### config.mk
export PLATFORM = sky130hd
export DESIGN_NAME = data_sram_bridge
export DESIGN_NICKNAME = d
export VERILOG_FILES = /design/src/rtl/data_sram_bridge.sv
export SDC_FILE = /design/constraint.sdc
export NUM_CORES = 1
export LEC_CHECK = 0
export ABC_AREA = 1
export CELL_PAD_IN_SITES_DETAIL_PLACEMENT = 1
export CELL_PAD_IN_SITES_GLOBAL_PLACEMENT = 1
export CORE_MARGIN = 2
export CORE_UTILIZATION = 23
export DETAILED_ROUTE_END_ITERATION = 8
export PLACE_DENSITY = 0.86
export SLEW_MARGIN = 30
export SYNTH_ARGS = -nofsm -noshare
export SYNTH_HDL_FRONTEND = slang
export SYNTH_SLANG_ARGS = --single-unit
### constraint.sdc
create_clock -name clk -period 2.3 [get_ports clk]
set_clock_uncertainty 0.15 [all_clocks]
set_input_delay 0.46 -clock clk [delete_from_list [all_inputs] [get_ports clk]]
set_output_delay 0.46 -clock clk [all_outputs]
set_load 0.01 [all_outputs]
### src/rtl/data_sram_bridge.sv
// Memory-stage bridge: turns the core's single-cycle data request into an
// SRAM-like address/data handshake, generates the memory stall and latches load data.
//
// state     | meaning
// ----------|-----------------------------------------------------------
// IDLE      | no transaction; a cpu_req issues the address phase at once
// WAIT_ADDR | address phase presented, waiting for data_addr_ok
// WAIT_DATA | address accepted, waiting for data_data_ok
// DONE      | data captured; held here while the pipeline is frozen
module data_sram_bridge #(
  parameter int ADDR_W = 32,
  parameter int DATA_W = 32
) (
  input  logic                  clk,
  input  logic                  rst,
  input  logic                  cpu_req,
  input  logic [DATA_W/8-1:0]   cpu_wen,
  input  logic [1:0]            cpu_size,
  input  logic [ADDR_W-1:0]     cpu_addr,
  input  logic [DATA_W-1:0]     cpu_wdata,
  output logic [DATA_W-1:0]     cpu_rdata,
  output logic                  cpu_stall,
  input  logic                  cpu_longest_stall,
  output logic                  data_req,
  output logic                  data_wr,
  output logic [1:0]            data_size,
  output logic [ADDR_W-1:0]     data_addr,
  output logic [DATA_W-1:0]     data_wdata,
  input  logic                  data_addr_ok,
  input  logic                  data_data_ok,
  input  logic [DATA_W-1:0]     data_rdata
);

  typedef enum logic [1:0] {IDLE, WAIT_ADDR, WAIT_DATA, DONE} state_t;

  state_t              state_q, state_d;
  logic [DATA_W-1:0]   rdata_q, rdata_d;
  logic                idle_req;

  always_ff @(posedge clk or negedge rst) begin
    if (!rst) begin
      state_q <= IDLE;
      rdata_q <= '0;
    end else begin
      state_q <= state_d;
      rdata_q <= rdata_d;
    end
  end

  always_comb begin
    state_d = state_q;
    rdata_d = rdata_q;
    case (state_q)
      IDLE: begin
        // A simultaneous data_ok here is ignored; only the address phase is taken.
        if (cpu_req) state_d = data_addr_ok ? WAIT_DATA : WAIT_ADDR;
      end
      WAIT_ADDR: begin
        if (data_addr_ok) state_d = WAIT_DATA;
      end
      WAIT_DATA: begin
        if (data_data_ok) begin
          state_d = DONE;
          rdata_d = data_rdata;
        end
      end
      DONE: begin
        if (!cpu_longest_stall) state_d = IDLE;
      end
      default: state_d = IDLE;
    endcase
  end

  assign idle_req  = (state_q == IDLE) && cpu_req;
  assign data_req  = idle_req || (state_q == WAIT_ADDR);
  assign cpu_stall = idle_req || (state_q == WAIT_ADDR) || (state_q == WAIT_DATA);
  assign cpu_rdata = rdata_q;

  // Bus fields follow the core directly; the core holds them while stalled.
  assign data_wr    = |cpu_wen;
  assign data_size  = cpu_size;
  assign data_wdata = cpu_wdata;

  // kseg0/kseg1 (top bits 100/101) are unmapped: strip the top three bits.
  always_comb begin
    data_addr = cpu_addr;
    if (cpu_addr[ADDR_W-1 -: 2] == 2'b10) data_addr[ADDR_W-1 -: 3] = 3'b000;
  end

endmodule

==> impl_results.md, run 1 <==
* Run status: finished, final reports clean
* Fill cells at 1159
* VDD IR max at 372.4 uV
* Worst-Skew Late Latency at between 0.2 and 0.3 ns
* Max Transition Viols Final at 0
* Uppermost layer routed: met4
* Min Hold Slack at 0.1215 ns
* Synth-to-layout area growth at 21.55%
* Synth area leaders: dfrtp_1, buf_4, nand2_4
* Total of max-cap violations at 0
* WS Path Type: in2out
* Initial Util at 23.55%
* RSZ-0062 raised after global routing: false
* Max stage delay cell, worst path: clkdlybuf4s50_1
* Worst-Margin Slew at 0.8121 ns
* Final setup TNS at 0 ns
* Buffers & Inverters on Critical Path at 3
* Syn Nets at 357
* Worst-path clk slew at 0.07 ns
* Worst Setup Start Kind: input port
* Fin crit period at about 2.2 ns
* Antenna cells at 0
* Peak fanout along the critical path at 3
* Port bufs at between 80 and 90
* Reg area at 850.8 um2
* Final Hold Viols at 0
* Mapped Area at 2410 um2
* Fin nets at between 300 and 400
* Site Rows at 37
* Die width at 106.4 um
* Fraction of registers with async set/reset at between 90% and 100%
* First-pass GRT wire length at 9.949 mm
* Top-area cell type share of the netlist area at approximately a third
* DR vias at 1628
* H-tree Lvls at 2
* Critical path cell sequence: clkdlybuf4s50_1 -> nand2_1 -> inv_1 -> clkdlybuf4s50_1
* Rel. slew slack at roughly 46%
* DR pass1 iterations at 4
* Flops & latches, synth at 34
* CP arrival at 1.61 ns
* Total global routing overflow at 0
* Antenna Nets Post-Route at 0
* Top post-synthesis cells by count: buf_4, dfrtp_1, nand2_4, nand3_1, nand2_2
* Drt initial violations at 99
* I/O pins at 209
* Fmax at around 0.45 GHz
* Ys Warns at 0
* Core area at 10230 um2
* # setup viols final at 0
* Multi-input logic area at 922.1 um2
* Layout cells sized above 1 at between 30 and 40%
* Routability cong. at 0.7234
* Crit end category: primary output
* Routed Wire Length at 5.937 mm
* Chip Height at 106.4 um
* Critical path's largest stage delay at 0.53 ns
* Num CTS Buffers at 5
* Largest net degree at the start of global routing at 35
* GRT Util Overall at ~11%
* Worst endpoint required time at about 1.7 ns
* HPWL Detailed at 4.384 mm
* HP Class: in2async
* Unique masters post-synth at 22
* Most common cell in the synthesized netlist: buf_4
* Clk root buf: clkbuf_8
* Mean Syn Cell Area at 9.917 um2
* Initial antenna violation count at 0
* Gate Count Post-Synth at 243
* Top Family by Delay on Critical Path: buffers and inverters
* Number of global-route vias before repair at 1917
* CTS max path bufs at 2
* Tcrit/Tclk final at 96.50%
* WL met1 at 2.110 mm
* Total Power at 3482 uW
* Pwr per Cell Area at 1189 nW/um2
* Pleak at 0.001322 uW
* Clock sinks at 34
* Top_reg_cell synth: dfrtp_1
* Met3 routed WL at just under 600 um
* Die area at 11310 um2
* WL met2 at 3.016 mm
* CP dominant cell by count: clkdlybuf4s50_1
* Post-synthesis sequential area ratio at 35.31%
* Vias per std cell at 4.070
* Hold Buf Count CTS at 0
* Post-synth top area cell: dfrtp_1
* Post-synth EDFFs at 0
* Per-cell routed wire length at 14.84 um
* CTS tree: done
* DRC at 0
## where the power goes
group / switching [uW] / internal [uW]
Combinational: 886 / 980
Clock: 213 / 242
Sequential: 284 / 877
Total: 1380 / 2100
## cell type report
type / instances / share of cell area (%)
Multi-Input combinational cell: 126 / 31.48
Timing Repair Buffer: 88 / 29.43
Sequential cell: 34 / 29.05
Tap cell: 136 / 5.809
Clock buffer: 7 / 2.947
Inverter: 8 / 1.111
Clock inverter: 1 / 0.1709
## registers in the layout, summed over array words and instances (netlist names)
signal	count
cpu_rdata	32
state_q	2
## cells by family after synthesis
logic type / after synthesis / share of synthesized area, %
adder cells (fa/ha/maj): 6 / 3.115
buffers and inverters: 83 / 26.43
AO/OA/AOI/OAI: 6 / 1.558
AND/OR/NAND/NOR: 114 / 33.59
flip-flops: 34 / 35.31
## cells in the final DEF, fill, tap and decap left out
cell	instances
a21o_1	1
dlymetal6s2s_1	1
dlygate4sd2_1	1
inv_1	6
ha_1	6
o21ai_1	2
clkbuf_1	1
nand2_1	15
nand2_4	32
nand3_1	32
nand2_2	30
o21a_1	1
nor2_1	2
nand2_8	1
inv_4	1
clkinv_2	1
clkdlybuf4s50_1	78
buf_4	6
buf_2	1
a21boi_1	1
clkdlybuf4s15_1	1
dfrtp_1	34
inv_2	1
nor2_4	1
or2_1	1
clkbuf_8	6
o21ai_0	1
## path summary, 6_finish.rpt
kind,startpoint,to,slack [ns],cells after the start
setup / recovery,cpu_addr[30],data_addr[31],0.08,4
hold reg to reg,cpu_rdata[15],cpu_rdata[15],0.36,2
setup reg to reg,state_q[0],state_q[1],0.50,8
max in group asynchronous,rst,cpu_rdata[22],1.37,1
min in group clk,cpu_rdata[15],cpu_rdata[15],0.36,2
hold / removal,rst,cpu_rdata[27],0.12,1
## layer usage
metal	track usage (%)	up-vias
li1	-	732
met1	10.87	770
met2	20.47	89
met3	3.924	37
met4	5.357	0
met5	0	-
## stage by stage
stage | area, um2 | instances | setup slack, ns | util (%)
5_1_grt | 2929 | 400 | 0.005963 | 28.63
6_report | 2929 | 400 | 0.08051 | 28.63
4_1_cts | 2918 | 399 | 0.02021 | 28.52
3_5_place_dp | 2814 | 389 | -0.09187 | 27.50
3_3_place_gp | 2814 | 389 | -0.04721 | 27.50
2_1_floorplan | 2410 | 243 | 0.5978 | -
## what timing repair did
| action | in CTS | in global routing |
|---|---|---|
| resized for setup | 3 | 2 |
| setup endpoints to repair | 3 | 2 |
| buffers inserted | 2 | 1 |
Power figures use the tool's default switching activity.
==> run 2: changes to the inputs <==
--- a/config.mk
+++ b/config.mk
@@ -8,10 +8,12 @@
 export ABC_AREA = 1
 export CELL_PAD_IN_SITES_DETAIL_PLACEMENT = 1
 export CELL_PAD_IN_SITES_GLOBAL_PLACEMENT = 1
+export CORE_ASPECT_RATIO = 1.75
 export CORE_MARGIN = 2
-export CORE_UTILIZATION = 23
+export CORE_UTILIZATION = 24
+export CTS_BUF_LIST = sky130_fd_sc_hd__clkbuf_8
 export DETAILED_ROUTE_END_ITERATION = 8
-export PLACE_DENSITY = 0.86
+export PLACE_DENSITY = 0.89
 export SLEW_MARGIN = 30
 export SYNTH_ARGS = -nofsm -noshare
 export SYNTH_HDL_FRONTEND = slang
==> constraint.sdc (replaced) <==
create_clock -name clk -period 2.8 [get_ports clk]
set_clock_uncertainty 0.15 [all_clocks]
set_input_delay 0.56 -clock clk [delete_from_list [all_inputs] [get_ports clk]]
set_output_delay 0.56 -clock clk [all_outputs]
set_load 0.01 [all_outputs]
==> run 2 against run 1 <==
  * Worst hold slack better by 0.087 ns
  * Sequential share of layout area up 0.39 points
  * Global-route usage up 0.98 points
  * Cell area down 1.3%
  * Critical endpoint is now cpu_stall
  * First-iteration DRC count down 71%
  * Sequential cell count unchanged
  * Core utilization up 0.72 points
  * Critical path depth up 1
  * Sequential power down 17%
  * Wire length up 11%
==> impl_results.md, run 2 (synthesis gave the netlist of run 1 again) <==
* Worst-path clk slew at 0.07 ns
* DR vias at 1628
* Initial antenna violation count at 0
* Tcrit/Tclk final at 92.98%
* Fmax at about 0.38 GHz
* Per-cell routed wire length at about 17 um
* Total global routing overflow at 0
* Port bufs at slightly above 80
* Hold Buf Count CTS at 0
* I/O pins at 209
* CTS max path bufs at 2
* Pleak at 0.001294 uW
* Chip Height at 136.6 um
* Number of global-route vias before repair at 1737
* Peak fanout along the critical path at 4
* Rel. slew slack at 47.08%
* Core area at 9849 um2
* CTS tree: done
* HPWL Detailed at 5.295 mm
* Pwr per Cell Area at 975.4 nW/um2
* Antenna Nets Post-Route at 0
* Die area at 10890 um2
* DR pass1 iterations at 4
* WS Path Type: reg2out
* Total Power at 2819 uW
* Clk root buf: clkbuf_8
* Clock sinks at 34
* Most common cell after layout, fill and taps aside: clkdlybuf4s50_1
* HP Class: in2async
* VDD IR max at 368.7 uV
* Worst-Skew Late Latency at 0.28 ns
* Crit end category: primary output
* Final Hold Viols at 0
* First-pass GRT wire length at 9.646 mm
* Most frequent cells in the layout: clkdlybuf4s50_1, dfrtp_1, nand2_4, nand3_1, nand2_2
* Drt initial violations at 29
* Synth-to-layout area growth at 19.94%
* Routability cong. at 0.6837
* H-tree Lvls at 2
* Worst endpoint required time at 2.09 ns
* # setup viols final at 0
* Design Area, Final at 2890 um2
* Vias per std cell at 4.229
* Layout cells sized above 1 at 29.23%
* Die width at about 80 um
* Placed instance area at 2808 um2
* Setup WS post-layout at 0.1964 ns
* Fin nets at 375
* Site Rows at 48
* Final std cells w/o fill at 385
* Num CTS Buffers at 5
* Largest register FFs at 32
* CTS resizes at 0
* Routed Wire Length at 6.583 mm
* Total of max-cap violations at 0
* Placed cells at 379
* Final setup TNS at 0 ns
* GRT Util Overall at about 12%
* RSZ-0062 raised after global routing: false
* CP arrival at 1.89 ns
* Max Transition Viols Final at 0
* Fin crit period at approximately 2.6 ns
* DRC at 0
* Run status: finished, final reports clean
* Largest net degree at the start of global routing at 35
* Setup repair bufs after CTS at 0
* Initial Util at between 20 and 25%
* Worst Setup Start Kind: register
* Setup WS pre-CTS at 0.2314 ns
* Worst-Margin Slew at roughly 0.79 ns
* Antenna cells at 0
-- run 2: cell type report --
cell class	instances	area, um2
Fill cell	1136	6959
Timing Repair Buffer	86	845.8
Sequential cell	34	850.8
Inverter	8	32.53
Tap cell	125	156.4
Clock buffer	6	82.58
Multi-Input combinational cell	126	922.1
-- run 2: metrics by stage --
stage               hold slack (ns)  util [%]
finish                       0.2088     29.34
floorplan                    0.1144         -
global route                 0.2654     29.34
detailed placement           0.3130     28.51
CTS                          0.2240     29.34
global placement             0.3037     28.51
-- run 2: power by group --
part           leakage, uW  switching [uW]  total, uW  internal, uW
clock network    0.0000431             165        355           189
logic             0.000825             704       1500           799
registers         0.000426             241        962           721
-- run 2: worst paths after layout --
| kind | startpoint | endpoint | slack (ns) | depth (start not counted) |
|---|---|---|---|---|
| worst max-delay path | state_q[0] | cpu_stall | 0.20 | 5 |
| worst min-delay path | rst | cpu_rdata[21] | 0.21 | 1 |
| worst max register to register | state_q[0] | cpu_rdata[14] | 0.92 | 5 |
| worst min register to register | cpu_rdata[15] | cpu_rdata[15] | 0.34 | 2 |
| max in group asynchronous | rst | cpu_rdata[7] | 1.79 | 1 |
| min in group clk | cpu_rdata[15] | cpu_rdata[15] | 0.34 | 2 |
-- run 2: worst max-delay path, cell delays in order (launching register included) --
cell	delay, ns
dfrtp_1	0.41
inv_1	0.13
ha_1	0.24
a21o_1	0.17
or2_1	0.20
clkdlybuf4s50_1	0.47
-- run 2: per-layer routing --
metal / GRT usage (%) / up-vias / share of wire, %
met1: 10.17 / 751 / 27
li1: - / 722 / -
met4: 10.17 / 0 / 7.6
met5: 0 / - / 0
met3: 5.475 / 41 / 13
met2: 20.87 / 114 / 52
